[src/rtl/arith_pkg.sv]
// Shared definitions for the arithmetic datapath blocks (divider FSM states,
// default operand width, iteration counter sizing).
package arith_pkg;

  // Divider control states.
  typedef enum logic [1:0] {
    IDLE   = 2'd0,
    CALC   = 2'd1,
    FINISH = 2'd2
  } div_state_e;

  // Default operand/result width.
  localparam int DEFAULT_WIDTH = 4;

  // Iteration counter width: one spare bit above clog2 so WIDTH-1 always fits.
  function automatic int cnt_width(input int w);
    return $clog2(w) + 1;
  endfunction

endpackage

[src/rtl/seq_divider_div_step.sv]
// One restoring-division iteration: shift the next dividend bit into the
// partial remainder, trial-subtract the divisor, keep or restore.
module div_step
  import arith_pkg::*;
#(
  parameter int WIDTH = DEFAULT_WIDTH
) (
  input  logic [WIDTH:0]   i_r,
  input  logic             i_q_msb,
  input  logic [WIDTH-1:0] i_d,
  output logic [WIDTH:0]   o_r,
  output logic             o_q_bit
);

  logic [WIDTH+1:0] w_shifted;
  logic [WIDTH+1:0] w_trial;

  // Trial subtraction; a set sign bit means the divisor did not fit.
  always_comb begin
    // NOTE: every output of this block is assigned on every path, so no latch can be inferred.
    w_shifted = {i_r, i_q_msb};
    w_trial   = w_shifted - {2'b00, i_d};
    o_q_bit   = ~w_trial[WIDTH+1];
    o_r       = w_trial[WIDTH+1] ? w_shifted[WIDTH:0] : w_trial[WIDTH:0];
  end

endmodule

[src/rtl/seq_divider.sv]
// Multi-cycle unsigned restoring divider with start/busy/done handshake.
// One quotient bit per clock; results are registered and held until the next
// accepted operation.
module seq_divider
  import arith_pkg::*;
#(
  parameter int WIDTH = DEFAULT_WIDTH
) (
  input  logic             clk,
  input  logic             rst_n,
  input  logic             start,
  input  logic [WIDTH-1:0] dividend,
  input  logic [WIDTH-1:0] divisor,
  output logic             busy,
  output logic             done,
  output logic [WIDTH-1:0] quotient,
  output logic [WIDTH-1:0] remainder,
  output logic             div_by_zero
);

  localparam int                CNT_W     = cnt_width(WIDTH);
  localparam logic [CNT_W-1:0]  LAST_ITER = CNT_W'(WIDTH - 1);

  div_state_e        r_state;
  logic [WIDTH:0]    r_rem;
  logic [WIDTH-1:0]  r_quo;
  logic [WIDTH-1:0]  r_div;
  logic [CNT_W-1:0]  r_cnt;
  logic              r_busy;
  logic              r_done;
  logic [WIDTH-1:0]  r_quotient;
  logic [WIDTH-1:0]  r_remainder;
  logic              r_dbz;

  logic [WIDTH:0]    w_rem_next;
  logic              w_q_bit;
  logic [WIDTH-1:0]  w_quo_next;
  logic              w_accept;

  // A new operation is taken whenever no division is in flight.
  assign w_accept   = start && ((r_state == IDLE) || (r_state == FINISH));
  assign w_quo_next = {r_quo[WIDTH-2:0], w_q_bit};

  div_step #(.WIDTH(WIDTH)) u_step (
    .i_r     (r_rem),
    .i_q_msb (r_quo[WIDTH-1]),
    .i_d     (r_div),
    .o_r     (w_rem_next),
    .o_q_bit (w_q_bit)
  );

  // Control FSM, working registers and registered handshake/result outputs.
  always_ff @(posedge clk) begin
    if (!rst_n) begin
      // NOTE: reset is synchronous and clears every register, working state included, so an aborted division leaves nothing behind.
      r_state     <= IDLE;
      r_rem       <= '0;
      r_quo       <= '0;
      r_div       <= '0;
      r_cnt       <= '0;
      r_busy      <= 1'b0;
      r_done      <= 1'b0;
      r_quotient  <= '0;
      r_remainder <= '0;
      r_dbz       <= 1'b0;
    end else begin
      // NOTE: non-blocking assignments so every register sees pre-edge values of the others.
      r_done <= 1'b0;
      case (r_state)
        IDLE, FINISH: begin
          if (w_accept) begin
            r_quo <= dividend;
            r_div <= divisor;
            r_rem <= '0;
            r_cnt <= '0;
            if (divisor == '0) begin
              // Divide-by-zero short-cuts straight to the result cycle.
              r_state     <= FINISH;
              r_done      <= 1'b1;
              r_quotient  <= '1;
              r_remainder <= dividend;
              r_dbz       <= 1'b1;
            end else begin
              r_state <= CALC;
              r_busy  <= 1'b1;
            end
          end else begin
            r_state <= IDLE;
          end
        end
        CALC: begin
          r_rem <= w_rem_next;
          r_quo <= w_quo_next;
          r_cnt <= r_cnt + CNT_W'(1);
          if (r_cnt == LAST_ITER) begin
            r_state     <= FINISH;
            r_busy      <= 1'b0;
            r_done      <= 1'b1;
            r_quotient  <= w_quo_next;
            r_remainder <= w_rem_next[WIDTH-1:0];
            r_dbz       <= 1'b0;
          end
        end
        default: r_state <= IDLE;
      endcase
    end
  end

  assign busy        = r_busy;
  assign done        = r_done;
  assign quotient    = r_quotient;
  assign remainder   = r_remainder;
  assign div_by_zero = r_dbz;

endmodule

[config.mk]
export PLATFORM = sky130hd
export DESIGN_NAME = seq_divider
export DESIGN_NICKNAME = d
export VERILOG_FILES = /design/src/rtl/arith_pkg.sv /design/src/rtl/seq_divider_div_step.sv /design/src/rtl/seq_divider.sv
export SDC_FILE = /design/constraint.sdc
export NUM_CORES = 1
export LEC_CHECK = 0
export CAP_MARGIN = 0
export CORE_UTILIZATION = 53
export DETAILED_ROUTE_END_ITERATION = 8
export PLACE_DENSITY = 0.75
export RECOVER_POWER = 50
export SYNTH_ARGS = -nofsm -noshare
export SYNTH_HDL_FRONTEND = slang
export SYNTH_HIERARCHICAL = 1
export SYNTH_SLANG_ARGS = --single-unit
[constraint.sdc]
create_clock -name clk -period 2.76 [get_ports clk]
set_input_delay 0.414 -clock clk [delete_from_list [all_inputs] [get_ports clk]]
set_output_delay 0.414 -clock clk [all_outputs]
set_load 0.05 [all_outputs]
After elaboration in Yosys (flattened, before gate mapping)
Index checks and enable logic that the tools add are counted.

storage, ports and cells
  input port bits = 11
  register bits = 29
  logic and storage cells = 60

operators by class
  eq/ne operators = 7
  reductions and logical operators = 10
  add/subtract/negate cells = 2
  bitwise gates (word level) = 1
  mux-type cells = 30

operators with widths
  operator               number
  $mux W4                7
  $pmux W4 S2            3
  $mux W5                2
  $pmux W5 S2            1
  $mux W1                8
  $ne A2 B2 Y1 const B   4
  $reduce_and A4 Y1      2
  $mux W2                3
  $pmux W1 S2            3
  $pmux W3 S2            1
  $sub A6 B4 Y6          1
  $logic_not A4 Y1       1
  $pmux W2 S2            1
  $reduce_and A2 Y1      2
  $add A3 B1 Y3 const B  1
  $eq A3 B2 Y1 const B   1
  $mux W3                1
  $eq A2 B1 Y1 const B   1
  $eq A2 B2 Y1 const B   1
  $logic_not A2 Y1       1
  $reduce_bool A2 Y1     1
  $reduce_or A2 Y1       1
  $logic_and A1 B1 Y1    1
  $logic_or A1 B1 Y1     1
  $not A1 Y1             1

Longest topological paths before layout
  depth in word-level cells = 5
  gate-level depth with buffers = 10

By module
Netlist, hierarchy kept.

modules (own cells, without submodules)
  module       seq. area each (um^2)  times used  cells an instance  area each (um^2)
  seq_divider  580.6                  1           132                1189.9
  div_step     0.0                    1           44                 342.8

Worst setup path after synthesis
OpenSTA, ideal clock, no wires.

  kind = register to register
  from = reg r_div[1]
  to = reg r_remainder[1], in the netlist remainder[1]
  library setup time = 134 ps
  cell stages (with the launch flop) = 9
  arrival time = 1854 ps
  clock period less this slack = 1988 ps
  slack = 772 ps
  required time = 2626 ps
  path buffers = 0
  cells stage by stage = dfxtp_1 > inv_1 > ha_1 > nor2b_4 > o2111a_2 > a211oi_4 > mux2_4 > mux2i_1 > a211oi_1

between the ends
  cells in the longest elaborated chain, start to end = 4

RTL lines
  element                   RTL line                    source
  start: declaration        seq_divider.sv:27           logic [WIDTH-1:0] r_div;
  start signal: assignment  seq_divider.sv:73           r_div <= divisor;
  $sub A6 B4 Y6             seq_divider_div_step.sv:22  w_trial = w_shifted - {2'b00, i_d};
  $mux W5                   seq_divider_div_step.sv:24  o_r = w_trial[WIDTH+1] ? w_shifted[WIDTH:0] : w_trial[WIDTH:0];
  via w_rem_next[1]         seq_divider.sv:35           logic [WIDTH:0] w_rem_next;
  $mux W4                   seq_divider.sv:95           if (r_cnt == LAST_ITER) begin
  $pmux W4 S2               seq_divider.sv:69           case (r_state)
  end signal: assignment    seq_divider.sv:81           r_remainder <= dividend;
  end signal: assignment    seq_divider.sv:100          r_remainder <= w_rem_next[WIDTH-1:0];
  end: declaration          seq_divider.sv:32           logic [WIDTH-1:0] r_remainder;

The timed path passes the listed nets, and every way through them passes these cells. The select of a mux whose other input is x is not followed.
A chain may end at the register's enable or synchronous reset.

Final worst setup path
  from = in divisor[0]
  to = reg r_remainder[2], in the netlist remainder[2]

between the ends
  cells in the longest elaborated chain, start to end = 3

RTL lines
  element                      RTL line           source
  start: declaration           seq_divider.sv:13  input logic [WIDTH-1:0] divisor,
  $logic_not A4 Y1             seq_divider.sv:76  if (divisor == '0) begin
  $ne A2 B2 Y1 (no line)       --
  $reduce_and A4 Y1 (no line)  --

Every way passes these cells.

==> metrics.txt <==
outcome=finished, final reports clean; vias per inst=~5.9; nets=around 210; most frequent cells in the layout=dfxtp_1 (29), a21oi_1 (24), nand2_1 (19); RSZ-0062 raised after global routing=no; ys async rst share=0%; Die W=around 56 um; Layout Skew=roughly 12 ps; Buf/Inv on CP=1; vias in the first global route=around 1.3k; post-DP HPWL=roughly 2500 um; met2 wire len=1630 um; Global Route Usage Sum=between 20% and 30%; Setup Crit Path Kind=in2reg; fin util=65.3%; max-cap viol count=0; Mapped Nets=between 150 and 200; crit path max fanout=6; drt drc=0; pwr dens=594 mW/mm^2; area of the multi-input gates=850 um^2; Syn Inst Count=roughly 180; total negative slack=0 ps; sw power=between 300 and 400 uW; largest family of logic cells by synthesized area=compound AO/OA/AOI/OAI gates; initial core utilization=approximately 56%; commonest non-fill, non-tap cell in the layout=dfxtp_1; DR vias=between 1k and 1.5k; number of inserted diodes=0; Max Root-Sink Buffers=2; H-tree levels=2; Post-CTS Setup Repair Bufs=0; post-route ant nets=0; slew at the pin closest to its max-slew limit=between 900 and 1000 ps; Top FF cell, synth=dfxtp_1; Post-Synth XOR/XNOR Area=less than 1%; core area=0.00276 mm^2; placed cells=219; Worst Path Required=2940 ps; critical path's top delay family=compound AO/OA/AOI/OAI gates; area taken by flip-flops and latches=between 500 and 600 um^2; clk_lat worst skew=roughly 330 ps; WL met1=roughly 1700 um; RD Place Congestion=0.908; # setup viols final=0; Hold Path Origin=r_div[1]; CTS buffer count=5; largest net degree at the start of global routing=24; first-pass GRT wire length=just over 6000 um; uppermost routed layer=met4; crit path launch=divisor[0]; leakage power=around 0.67 nW; class of the worst hold path=reg2reg; Syn Std Cell Area=roughly 0.0015 mm^2; met3 routed WL=around 100 um; WL per Instance=approximately 15 um; fraction of layout cells with a size suffix above 1=a little under a tenth; Max VDD drop=approximately 0.57 mV; FF-to-FF End=remainder[2]; Reg-to-Reg Start=r_rem[0]; Register-to-Register Path Depth=7; initial antenna violation count=0; fin crit period=approximately 2200 ps; I/O pin count=22; Overflow after GRT=0; clock network power share=34.3%; hold path endpoint=r_div[1]; Max stage delay cell, worst path=or4_1; CP arrival=2430 ps; row cnt=19; Syn Area/Cell=between 8 and 9 um^2; sequential share of the synthesized area=approximately 38%; Yosys reg bits=29; PortBufs=21; Pre-antenna DRT Iters=6; Post-Route WL=3510 um; Finished Layout Cells=227; CTS tree=done; Reg clk slew, reported paths=~90 ps; die area=roughly 0.0031 mm^2; Synth Area in Simple Gates=around a fifth; crit path cell chain=dlygate4sd3_1 -> or4_1 -> o21ai_0 -> a211oi_1; slowest stage delay, CP=roughly 630 ps; period utilization=about four fifths; Yosys cell types=42; Slew Limit Fails=0; Crit. End Element=register; Seq pwr share=42.7%; Die H=around 56 um; filler cell count in the final layout=230; Gates resized, CTS repair=0; Fin. Hold Viols=0; flop-to-flop setup slack=530 ps; Fmax=0.445 GHz; Root Buffer Master=clkbuf_4; P_int=roughly 760 uW; max_slew headroom=between 30% and 40%; DRT iter0 DRCs=43; Adder-Cell Fraction of Synth Area=under 10%; switching share of power=roughly 29%; Comb power frac=~23%; Area growth syn-to-layout=17.6%; Sink Count=29; cts hold-fix bufs=0; Compound-Gate Fraction of Synth Area=24.7%; WHS Path Cells=2; crit start category=input pin; synth warn=6; mux contribution to synthesized area=between 5 and 6%; number of synthesized flops with an enable pin=0
worst max-delay path by stage:
| stage | end | slack (ps) | cells after the start |
|---|---|---|---|
| floorplan | remainder[1] | 770 | 8 |
| global placement | remainder[1] | 670 | 8 |
| detailed placement | remainder[2] | 590 | 7 |
| CTS | remainder[2] | 530 | 7 |
| global route | remainder[2] | 420 | 7 |
| finish | remainder[2] | 510 | 4 |
Yosys cell counts, types with 3 or more instances:
cell type / n / share of area [%]
inv_1: 8 / 2.0
mux2i_1: 5 / 3.3
dfxtp_1: 29 / 38
nand3_1: 9 / 2.9
a21oi_1: 24 / 7.8
clkbuf_1: 3 / 0.73
nor3_1: 9 / 2.9
nand2b_1: 4 / 1.6
buf_2: 6 / 2.0
o22ai_1: 4 / 1.6
a211oi_1: 8 / 3.9
o21ai_0: 5 / 1.6
nor2_1: 6 / 1.5
ha_1: 6 / 4.9
nand2_1: 19 / 4.7
kinds of logic (layout without fill, tap and decap cells):
kind of cell             Yosys count  count (layout)
multiplexers                       7               7
XOR/XNOR                           1               1
AND/OR/NAND/NOR                   58              58
buffers and inverters             18              38
adder cells (fa/ha/maj)            7               7
AO/OA/AOI/OAI                     56              56
flip-flops                        29              29
power groups by stage:
stage | Combinational (mW) | Sequential, mW | Clock (mW)
floorplan | 0.175 | 0.477 | 0
global placement | 0.239 | 0.465 | 0
detailed placement | 0.245 | 0.466 | 0
CTS | 0.248 | 0.456 | 0.376
global route | 0.268 | 0.460 | 0.395
finish | 0.247 | 0.457 | 0.367
tightest hold or removal path, stage by stage (launching register included):
cell,delay (ps)
dfxtp_1,320
nand2_1,50
a21oi_1,50
flip-flops by register name, indices dropped and copies added, names as in the netlist, 2 cells and up:
signal     flops
r_state        2
quotient       4
r_rem          5
r_cnt          3
r_div          4
remainder      4
r_quo          4
area by class of cell:
class / count / area share, %
sequential: 29 / 32.2
tap: 31 / 2.15
clock inverter: 1 / 1.67
multi-input combinational: 129 / 47.2
timing repair buffer: 22 / 12.1
inverter: 8 / 1.67
clock buffer: 7 / 3.06
per-stage QoR:
step           power, mW  area [um^2]  setup WS, ps  hold slack [ps]
2_1_floorplan      0.652         1530           772              436
3_3_place_gp       0.704         1740           673              449
3_5_place_dp       0.711         1740           586              457
4_1_cts             1.08         1830           532              460
5_1_grt             1.12         1800           422              491
6_report            1.07         1800           511              461
per-layer routing:
layer | up-vias | GRT usage (%)
met5 | - | 0
met4 | 0 | 12.9
li1 | 676 | -
met1 | 626 | 33.1
met3 | 7 | 5.35
met2 | 21 | 39.1
(Power assumes the default switching activity.)
